**config.mk**
```make
export PLATFORM = sky130hd
export DESIGN_NAME = alu_share_arbiter
export DESIGN_NICKNAME = d
export VERILOG_FILES = /design/src/rtl/alu_share_arbiter.sv
export SDC_FILE = /design/constraint.sdc
export NUM_CORES = 1
export LEC_CHECK = 0
export ABC_CLOCK_PERIOD_IN_PS = 1800
export BUFFER_PORTS_ARGS = -buffer_cell sky130_fd_sc_hd__buf_4
export CORE_AREA = 2 2 112 114
export CTS_CLUSTER_DIAMETER = 100
export DETAILED_ROUTE_END_ITERATION = 12
export DIE_AREA = 0 0 114 116
export HOLD_SLACK_MARGIN = 0.1
export PLACE_DENSITY = 0.79
export SLEW_MARGIN = 10
export SYNTH_ARGS = -nofsm -noshare
export SYNTH_HDL_FRONTEND = slang
export SYNTH_SLANG_ARGS = --single-unit
```
**constraint.sdc**
```tcl
create_clock -name clk -period 1.8 [get_ports clk]
set_input_delay 0.27 -clock clk [delete_from_list [all_inputs] [get_ports clk]]
set_output_delay 0.27 -clock clk [all_outputs]
set_load 0.1 [all_outputs]
```
**src/rtl/alu_share_arbiter.sv**
```systemverilog
// alu_share_arbiter: round-robin sharing of one external combinational ALU
// between two requesters; issue reg -> ALU -> tagged response reg.
module alu_share_arbiter #(
    parameter int DATA_W = 32,
    parameter int OP_W   = 4,
    parameter int TAG_W  = 4
) (
    input  logic              clk,
    input  logic              rst,
    input  logic              req0_valid,
    output logic              req0_ready,
    input  logic [DATA_W-1:0] req0_a,
    input  logic [DATA_W-1:0] req0_b,
    input  logic [OP_W-1:0]   req0_op,
    input  logic [TAG_W-1:0]  req0_tag,
    input  logic              req1_valid,
    output logic              req1_ready,
    input  logic [DATA_W-1:0] req1_a,
    input  logic [DATA_W-1:0] req1_b,
    input  logic [OP_W-1:0]   req1_op,
    input  logic [TAG_W-1:0]  req1_tag,
    output logic [DATA_W-1:0] alu_a,
    output logic [DATA_W-1:0] alu_b,
    output logic [OP_W-1:0]   alu_op,
    input  logic [DATA_W-1:0] alu_result,
    output logic              rsp_valid,
    input  logic              rsp_ready,
    output logic [DATA_W-1:0] rsp_result,
    output logic              rsp_id,
    output logic [TAG_W-1:0]  rsp_tag
);

    typedef struct packed {
        logic [DATA_W-1:0] a;
        logic [DATA_W-1:0] b;
        logic [OP_W-1:0]   op;
        logic [TAG_W-1:0]  tag;
        logic              id;
    } issue_t;

    issue_t issue;
    issue_t pick;
    logic   issue_valid;
    logic   rr_ptr;
    logic   grant;
    logic   stall;
    logic   issue_adv;
    logic   can_accept;
    logic   accept;

    assign stall      = rsp_valid & ~rsp_ready;
    assign issue_adv  = issue_valid & ~stall;
    assign can_accept = ~issue_valid | ~stall;
    assign accept     = can_accept & ~rst & (req0_valid | req1_valid);

    always_comb begin
        grant = 1'b0;
        unique case ({req1_valid, req0_valid})
            2'b11:   grant = rr_ptr;
            2'b10:   grant = 1'b1;
            default: grant = 1'b0;
        endcase
    end

    assign req0_ready = can_accept & ~rst & (grant == 1'b0);
    assign req1_ready = can_accept & ~rst & (grant == 1'b1);

    always_comb begin
        pick = '0;
        if (grant)
            pick = '{a: req1_a, b: req1_b, op: req1_op, tag: req1_tag, id: 1'b1};
        else
            pick = '{a: req0_a, b: req0_b, op: req0_op, tag: req0_tag, id: 1'b0};
    end

    assign alu_a  = issue.a;
    assign alu_b  = issue.b;
    assign alu_op = issue.op;

    always_ff @(posedge clk) begin
        if (rst) begin
            issue       <= '0;
            issue_valid <= 1'b0;
            rr_ptr      <= 1'b0;
            rsp_valid   <= 1'b0;
            rsp_result  <= '0;
            rsp_id      <= 1'b0;
            rsp_tag     <= '0;
        end else begin
            if (accept) begin
                issue  <= pick;
                rr_ptr <= ~grant;
            end
            // a new accept refills the slot even while it drains
            if (accept)
                issue_valid <= 1'b1;
            else if (issue_adv)
                issue_valid <= 1'b0;
            if (issue_adv) begin
                rsp_result <= alu_result;
                rsp_id     <= issue.id;
                rsp_tag    <= issue.tag;
                rsp_valid  <= 1'b1;
            end else if (rsp_ready) begin
                rsp_valid <= 1'b0;
            end
        end
    end

endmodule

```
# After elaboration in Yosys (flattened, before gate mapping)
# Index checks and enable logic that the tools add are counted.
# op_classes
n_eq_ne,2
muxes,6
bitwise_logic,13
reduce_logical,2
# ops
operator,n
73-bit two-way mux,1
1-bit bitwise AND,6
1-bit NOT,5
2-bit equality test (second input constant),2
1-bit two-way mux,4
2-bit nonzero test,2
1-bit OR,2
1-bit one-hot mux with 2 select lines,1
# totals
reg_bits,113
output_inout_bits,108
wordCells,34

# Depth between registers and ports, before layout
# Gate-level depths: netlist of run 1.
# logic_depth
depth_word,7
depth_mapped,5

# Least setup slack after synthesis of run 1
# No wires, ideal clock.
# synth_path
path_type,register -> output
startpoint,register rsp_valid
endpoint,output req0_ready
t_arrival_ns,3.478
required_time_ns,1.530
setup_slack_ns,-1.948
stages_incl_launch_ff,4
n_path_buf,1
cell_sequence,dfxtp_1 -> nor2b_1 -> clkbuf_1 -> a221oi_1
# synth_via
elab_chain_cells,5
# synth_rtl
element,line_no,source
start: declaration,26,"output logic rsp_valid,"
start signal: assignment,85,rsp_valid <= 1'b0;
start signal: assignment,103,rsp_valid <= 1'b1;
start signal: assignment,105,rsp_valid <= 1'b0;
1-bit bitwise AND,51,assign stall = rsp_valid & ~rsp_ready;
1-bit NOT,53,assign can_accept = ~issue_valid | ~stall;
1-bit OR,53,
1-bit bitwise AND (2 in a row),65,assign req0_ready = can_accept & ~rst & (grant == 1'b0);
end: declaration,11,"output logic req0_ready,"
# Every way passes these cells.

# Worst setup path after layout of run 1
# layout_path
startpoint,register issue_valid
endpoint,output req0_ready
# layout_via
elab_chain_cells,4
# layout_rtl
element,line_no,source
start: declaration,43,logic issue_valid;
start signal: assignment,83,issue_valid <= 1'b0;
start signal: assignment,96,issue_valid <= 1'b1;
start signal: assignment,98,issue_valid <= 1'b0;
1-bit NOT,53,
1-bit OR,53,
1-bit bitwise AND (2 in a row),65,
# Every way passes these cells.

==> results of run 1 <==
[state kept, by name (all words and copies together), names as in the netlist]
register and count:
alu_a 32, issue 5, alu_b 32, alu_op 4, rsp_id 1, issue_valid 1, rsp_result 32, rr_ptr 1
rsp_tag 4, rsp_valid 1
[worst max-delay path by stage]
stage | depth (start not counted) | end
after floorplan | 3 | req0_ready
after global placement | 5 | alu_a[10]
after detailed placement | 5 | alu_a[21]
after CTS | 3 | req0_ready
after global routing | 3 | req0_ready
final | 3 | req0_ready
[cell type report]
type | instances | area [µm²]
multi-input combinational | 343 | 2220
tap | 147 | 184
inverter | 1 | 3.75
fill | 726 | 2980
sequential | 113 | 2270
antenna | 2 | 5.00
clock buffer | 20 | 437
timing repair buffer | 436 | 3680
clock inverter | 12 | 141
[layout by cell type, fill, tap and decap left out]
cell	count
a21o_1	1
a21oi_1	113
a221o_1	72
a221oi_4	1
a311oi_1	1
and4b_2	2
buf_12	5
buf_4	297
buf_8	1
bufinv_16	3
clkbuf_1	3
clkbuf_16	17
clkinv_2	7
clkinv_4	1
clkinvlp_4	1
dfxtp_1	112
dfxtp_4	1
diode_2	2
dlygate4sd3_1	133
inv_2	1
nand2_1	1
nand2b_1	74
nand3_1	37
nand3b_2	1
nor2_1	1
nor2b_4	1
o21ai_0	8
o21ai_1	29
or2_2	1
[where the power goes]
group / internal, W / switching (W)
Combinational: 0.000904 / 0.00189
Clock: 0.00216 / 0.00115
Sequential: 0.00270 / 0.000126
[routing by layer]
| metal | part of all wire | vias to the layer above | global-route usage |
|---|---|---|---|
| met2 | 0.50 | 432 | 0.526 |
| met5 | 0 | - | 0 |
| met3 | 0.090 | 94 | 0.0873 |
| met4 | 0.051 | 0 | 0.179 |
| li1 | - | 2724 | - |
| met1 | 0.36 | 2827 | 0.337 |
[Yosys cell counts]
library cell  count
o21ai_0           8
and4b_1           2
inv_2             1
dfxtp_1         113
buf_1             5
nand3b_2          1
a221oi_1          1
nand2b_1         74
clkbuf_1         35
nor2_1            1
o21ai_1          29
a21oi_1         113
a311oi_1          1
nand2_1           1
nor2b_1           1
buf_4            68
a221o_1          72
buf_2            13
nand3_1          37
or2_1             1
buf_6             7
a21o_1            1
[stage by stage]
step | TNS (ns) | total power [W] | cell area (µm²) | hold slack, ns
floorplan | -0.159 | 0.00482 | 5310 | 0.386
CTS | 0 | 0.00889 | 8880 | 0.100
finish | 0 | 0.00894 | 8940 | 0.100
global route | -0.0168 | 0.00922 | 8940 | 0.100
global placement | 0 | 0.00532 | 6990 | 0.447
detailed placement | 0 | 0.00535 | 6990 | 0.449
[cell families after synthesis]
family	Yosys count
AND/OR/NAND/NOR	118
flip-flops	113
buffers and inverters	129
AO/OA/AOI/OAI	225
[what timing repair did]
| item | CTS | global route |
|---|---|---|
| hold buffers | 129 | 4 |
| pin swaps | 1 | 0 |
| hold endpoints to repair | 66 | 3 |
| buffers inserted | 1 | 0 |
| resized for setup | 2 | 3 |
| endpoints found under the setup margin | 2 | 2 |
==> results.cfg, run 1 <==
[floorplanning]
core_area_mm2 = 0.0119
fp.dieW_um = 114
ios = 289
die-area_mm2 = 0.0132
row_count = 40
die_h_um = 116
start_util = 0.442

[timing]
slew_headroom = 0.616
worst_slack_ns = 0.0490
period_needed_ns = 1.75
fin_crit_sh = 0.973
slew_violations = 0
setup_viol = 0
fmax_mhz = 571
hold_violations = 0
tightest_slew_ns = 0.575
clock_skew_ns = 0.00950

[worst_setup_path]
worstPathRequired_ns = 1.53
cpPeakStageDelay_ns = 0.34
r2r_cells = 5
criticalPathCategory = reg2out
arrival_ns = 1.48
rrSetupSlack_ns = 0.07
cp_cell_sequence = buf_4, a221oi_4, buf_12
endpoint_kind = output port
timing.rr.start = rr_ptr
cp_num_buf_inv = 2
crit_fanout = 11
startpoint_type = flop
path_delay_family = buffers and inverters
crit_start = issue_valid
crit_slowest_cell = a221oi_4
timing.rr.end = alu_b[18]

[synth]
ys_seq_area_frac = 0.430
muxShareOfSynthArea = 0
synth_largest_area_cell = dfxtp_1
yosys.area_share.simple = 0.133
synth_adder_area_share = 0
synth_compound_area_frac = 0.284
syn_nets = 766
synth_xor_area_frac = 0
synthDistinctLibCells = 22
synth_top_family_by_area = compound AO/OA/AOI/OAI gates
synth-warning-count = 0
synth-seq-cells = 113
netlist_area_mm2 = 0.00527
synth_top_area_share = 0.430
synth.area.top_cells = dfxtp_1 43%, a221o_1 14%, a21oi_1 11%, buf_4 9.7%, nand2b_1 8.8%
synthCells = 585
synth_area_per_cell_um2 = 9.00

[grt]
antenna_found_initial = 2
grt_pass1_vias = 6230
grt.total_usage = 0.305
grt_first_pass_wirelength_um = 31600
overflow = 0
grt_max_degree = 76

[clocking]
numCtsBuffers = 17
h-tree-depth = 4
cts.sinks = 113
cts_tree = done
clockBufferDepth = 2
clkLatencyLatePin_ns = 0.41
clk_pin_slew_ns = 0.05
root_buffer = clkbuf_16

[drt]
first_iter_violations = 577
via_per_inst = 5.66
drcViolationCount = 0
ant_nets = 0
dr_total_vias = 6077
drt_first_pass_iters = 8
wirelength_um = 21000
wl_per_cell_um = 19.6

[final_layout]
final_cells = 1074
nNetsFinal = 1093
area_growth_pct = 69.7
drive_above_1_share = 0.368
post-route-util = 0.750

[place]
portBuffers = 288
dp_hpwl_um = 11300
gp_congestion = 0.844
pre_cts_ws_ns = 0.0805
placed_cells = 906

[pwr]
pwr_density_cell_mw_per_mm2 = 1000
leakage_nw = 3.91
ir_drop_mv = 0.562

[worst_hold_path]
holdPathEnd = alu_op[3]
hold_class = in2reg
hp-start = req1_op[3]
min_path_cells = 2

[run]
max-cap-violations = 0

[run_status]
status = completed
(Power assumes the default switching activity.)
==> run 2: changes to the inputs <==
- ABC_CLOCK_PERIOD_IN_PS: 1800 -> 1900
- clock period: 1.8 -> 1.9 ns (I/O delays scaled with it)
==> run 2 against run 1 <==
Compared with the run above:
- sequential share of layout area is 0.46 points higher
- worst hold slack better by 0.0071 ns
- total power is 1.7% lower
- via count is 1.4% lower
- count of clock-buffer cells in the layout stayed put
- global-route usage is 0.51 points lower
- final cell count is 2.1% lower
- clock power is 6.0% higher
- setup slack better by 0.086 ns
==> results.cfg, run 2 (synthesis results as in run 1) <==
[timing]
tightest_slew_ns = 0.602
clock_skew_ns = 0.0141
final.setup.tns_ns = 0
rsz0062_at_grt = false
fin_crit_sh = 0.929
hold_violations = 0
slew_violations = 0
period_needed_ns = 1.77
setup_viol = 0
fmax_mhz = 567
slew_headroom = 0.599

[worst_setup_path]
startpoint_type = flop
crit_start = rr_ptr
criticalPathCategory = reg2out
arrival_ns = 1.48
worstPathRequired_ns = 1.62
crit_fanout = 4
endpoint_kind = output port
timing.rr.start = issue_valid

[pwr]
power_w = 0.00879
leakage_nw = 3.82
pwr_density_cell_mw_per_mm2 = 1000
ir_drop_mv = 0.612

[final_layout]
post-route-util = 0.737
nNetsFinal = 1070
area_growth_pct = 66.7
final_common_cell = buf_4
drive_above_1_share = 0.377
design_area_mm2 = 0.00878
mostFrequentLayoutCells = 295 x buf_4, 113 x a21oi_1, 112 x dfxtp_1, 112 x dlygate4sd3_1, 74 x nand2b_1

[drt]
dr_total_vias = 5989
drcViolationCount = 0
first_iter_violations = 655
drt_first_pass_iters = 6
wl_per_cell_um = 19.5
ant_nets = 0
via_per_inst = 5.70
wirelength_um = 20500

[clocking]
numCtsBuffers = 17
cts_tree = done
clk_pin_slew_ns = 0.06
clkLatencyLatePin_ns = 0.41
cts.sinks = 113
h-tree-depth = 4
clockBufferDepth = 2
root_buffer = clkbuf_16

[place]
dp_hpwl_um = 11400
placed_cell_area_mm2 = 0.00699
gp_congestion = 0.830
portBuffers = 288

[grt]
grt.total_usage = 0.300
overflow = 0
antenna_found_initial = 2
grt_first_pass_wirelength_um = 31100
grt_max_degree = 77
grt_pass1_vias = 6079

[floorplanning]
ios = 289
start_util = 0.442
die-area_mm2 = 0.0132
die_h_um = 116
row_count = 40
fp.dieW_um = 114
core_area_mm2 = 0.0119

[worst_hold_path]
hold_class = in2reg
hp-start = req0_a[8]

[run_status]
status = completed

[run]
max-cap-violations = 0
==> run 2: layout make-up <==
type / count / area, µm²
timing repair buffer: 413 / 3450
fill: 781 / 3130
sequential: 113 / 2270
multi-input combinational: 343 / 2220
clock buffer: 20 / 468
tap: 147 / 184
clock inverter: 12 / 180
antenna: 2 / 5.00
inverter: 1 / 3.75
==> run 2: per-stage QoR <==
| step | setup slack (ns) | cells | hold WS, ns |
|---|---|---|---|
| after floorplan | -0.0742 | 585 | 0.401 |
| after global placement | 0.214 | 904 | 0.436 |
| after detailed placement | 0.178 | 904 | 0.442 |
| after CTS | 0.110 | 1049 | 0.100 |
| after global routing | 0.0623 | 1051 | 0.102 |
| final | 0.135 | 1051 | 0.107 |
==> run 2: repair_timing <==
| item | in CTS | in global routing |
|---|---|---|
| resized for setup | 1 | 0 |
| hold buffers | 112 | 0 |
| endpoints found under the setup margin | 1 | 0 |
| setup buffers | 1 | 0 |
| endpoints found under the hold margin | 60 | 0 |
==> run 2: final timing paths <==
check             slack [ns]          to  depth (start not counted)
setup / recovery        0.14  req0_ready                          3
hold / removal          0.11    alu_a[8]                          2
setup reg to reg        0.18    alu_b[9]                          5
hold reg to reg         0.45    issue[0]                          1
==> run 2: layer usage <==
metal / up-vias / global-route usage / wire (µm)
met2: 400 / 0.501 / 9900
met1: 2812 / 0.342 / 7710
li1: 2682 / - / -
met4: 0 / 0.180 / 1060
met3: 95 / 0.0879 / 1820
met5: - / 0 / 0
==> run 2: worst max-delay path, stage by stage, from the launching register on <==
cell,delay (ns)
dfxtp_1,0.33
nand2b_1,0.20
a221oi_4,0.22
buf_4,0.33
==> run 2: power breakdown <==
part	total [W]	switching, W	internal, W	leakage (nW)
combinational	0.00260	0.00178	0.000823	2.59
clock	0.00351	0.00120	0.00231	0.300
sequential	0.00268	0.000116	0.00256	0.934
==> run 3: changes to the inputs <==
- CORE_AREA: 2 2 112 114 -> 2 2 114 116
- CTS_BUF_LIST: default -> sky130_fd_sc_hd__clkbuf_8
- DIE_AREA: 0 0 114 116 -> 0 0 116 118
- PLACE_DENSITY: 0.79 -> 0.77
==> run 3 against run 2 <==
Compared with the run above:
- total power shrank 15%
- cell area is 0.29% higher
- flip-flop and latch count unchanged
- critical path type unchanged
- largest cell class unchanged
- highest routed layer unchanged
==> results.cfg, run 3 (synthesis results as in run 1) <==
[worst_setup_path]
endpoint_kind = output port
worstPathRequired_ns = 1.62
crit_start = rr_ptr
arrival_ns = 1.53
r2r_cells = 4
timing.rr.end = alu_b[6]
criticalPathCategory = reg2out
startpoint_type = flop
crit_fanout = 4
crit_slowest_cell = dfxtp_1
crit_end = req1_ready
timing.rr.start = issue_valid
rrSetupSlack_ns = 0.18
cpPeakStageDelay_ns = 0.36
cp_cell_sequence = nand2b_1, and4b_2, buf_6

[grt]
grt_pass1_vias = 6146
overflow = 0
grt_max_degree = 78
grt.total_usage = 0.282
grt_first_pass_wirelength_um = 30500
antenna_found_initial = 0

[clocking]
cts_setup_buffers = 0
h-tree-depth = 4
clk_pin_slew_ns = 0.06
root_buffer = clkbuf_8
clkLatencyLatePin_ns = 0.43
clockBufferDepth = 2
numCtsBuffers = 17
cts_tree = done
cts.sinks = 113

[final_layout]
area_growth_pct = 67.1
final_cells = 1100
final_common_cell = buf_4
mostFrequentLayoutCells = 296 x buf_4, 139 x dlygate4sd3_1, 113 x a21oi_1
num-fill-cells = 853
multi_input_area_mm2 = 0.00223
nNetsFinal = 1097
regArea_mm2 = 0.00227
antennaDiodeCount = 0
drive_above_1_share = 0.364
design_area_mm2 = 0.00880

[drt]
dr_total_vias = 5962
drt_first_pass_iters = 5
first_iter_violations = 502
drcViolationCount = 0
ant_nets = 0
wirelength_um = 20000
via_per_inst = 5.42
wl_per_cell_um = 18.2

[place]
gp_congestion = 0.798
portBuffers = 288
placed_cells = 930
placed_cell_area_mm2 = 0.00703
dp_hpwl_um = 11600

[floorplanning]
fp.dieW_um = 116
row_count = 41
start_util = 0.424
die_h_um = 118
core_area_mm2 = 0.0124
ios = 289
die-area_mm2 = 0.0137

[timing]
rsz0062_at_grt = false
fin_crit_sh = 0.957
slew_violations = 0
slew_headroom = 0.575
fmax_mhz = 550
final.setup.tns_ns = 0
clock_skew_ns = 0.0145
hold_violations = 0
period_needed_ns = 1.82
tightest_slew_ns = 0.637
setup_viol = 0

[pwr]
seqPwrFrac = 0.356
power_frac_comb = 0.352
switching_share = 0.384
p_switching_w = 0.00289
p_clk_frac = 0.292
ir_drop_mv = 0.457
power_w = 0.00751
leakage_nw = 3.84
intPower_w = 0.00462
pwr_density_cell_mw_per_mm2 = 853

[run_status]
status = completed

[worst_hold_path]
hold_class = in2reg

[run]
max-cap-violations = 0
[run 3: repair_timing]
| action | CTS | global route |
|---|---|---|
| hold buffers | 136 | 3 |
| hold endpoints to repair | 69 | 2 |
| setup endpoints to repair | 1 | 0 |
| gates resized for setup | 1 | 0 |
[run 3: metal layers]
| metal | global-route usage | vias to the layer above | wire length, µm |
|---|---|---|---|
| met5 | 0 | - | 0 |
| met2 | 0.484 | 366 | 9850 |
| met3 | 0.0757 | 82 | 1640 |
| met1 | 0.315 | 2787 | 7590 |
| li1 | - | 2727 | - |
| met4 | 0.149 | 0 | 919 |
[run 3: area by class of cell]
type	instances	area share
timing repair buffer	440	0.421
clock buffer	19	0.0297
multi-input combinational	343	0.254
sequential	113	0.257
tap	172	0.0244
clock inverter	12	0.0135
inverter	1	0.000426
[run 3: per-stage QoR]
step	setup slack, ns	utilization	hold WS (ns)
after global routing	0.00734	0.709	0.102
after global placement	0.318	0.566	0.452
after CTS	0.0490	0.707	0.100
after detailed placement	0.249	0.566	0.469
after floorplan	-0.0742	-	0.401
final	0.0810	0.709	0.118
[run 3: power groups by stage]
stage	Sequential (W)	Clock [W]	Combinational [W]
floorplan	0.00301	0	0.00155
global placement	0.00271	0	0.00234
detailed placement	0.00271	0	0.00237
CTS	0.00266	0.00223	0.00260
global route	0.00269	0.00234	0.00273
finish	0.00268	0.00219	0.00264
[run 3: worst min-delay path by stage]
stage                    start   endpoint  slack (ns)  depth (start not counted)
floorplan           req1_valid     rr_ptr        0.40                          1
global placement      issue[0]   issue[0]        0.45                          1
detailed placement    issue[0]   issue[0]        0.47                          1
CTS                 req1_a[23]  alu_a[23]        0.10                          2
global route        req1_op[1]  alu_op[1]        0.10                          2
finish              req1_op[1]  alu_op[1]        0.12                          2
[run 3: critical path, delay by kind of cell (launching register included)]
| kind | cells | cell delay [ns] |
|---|---|---|
| buf+inv | 1 | 0.25 |
| flops | 1 | 0.36 |
| simple gates | 2 | 0.50 |
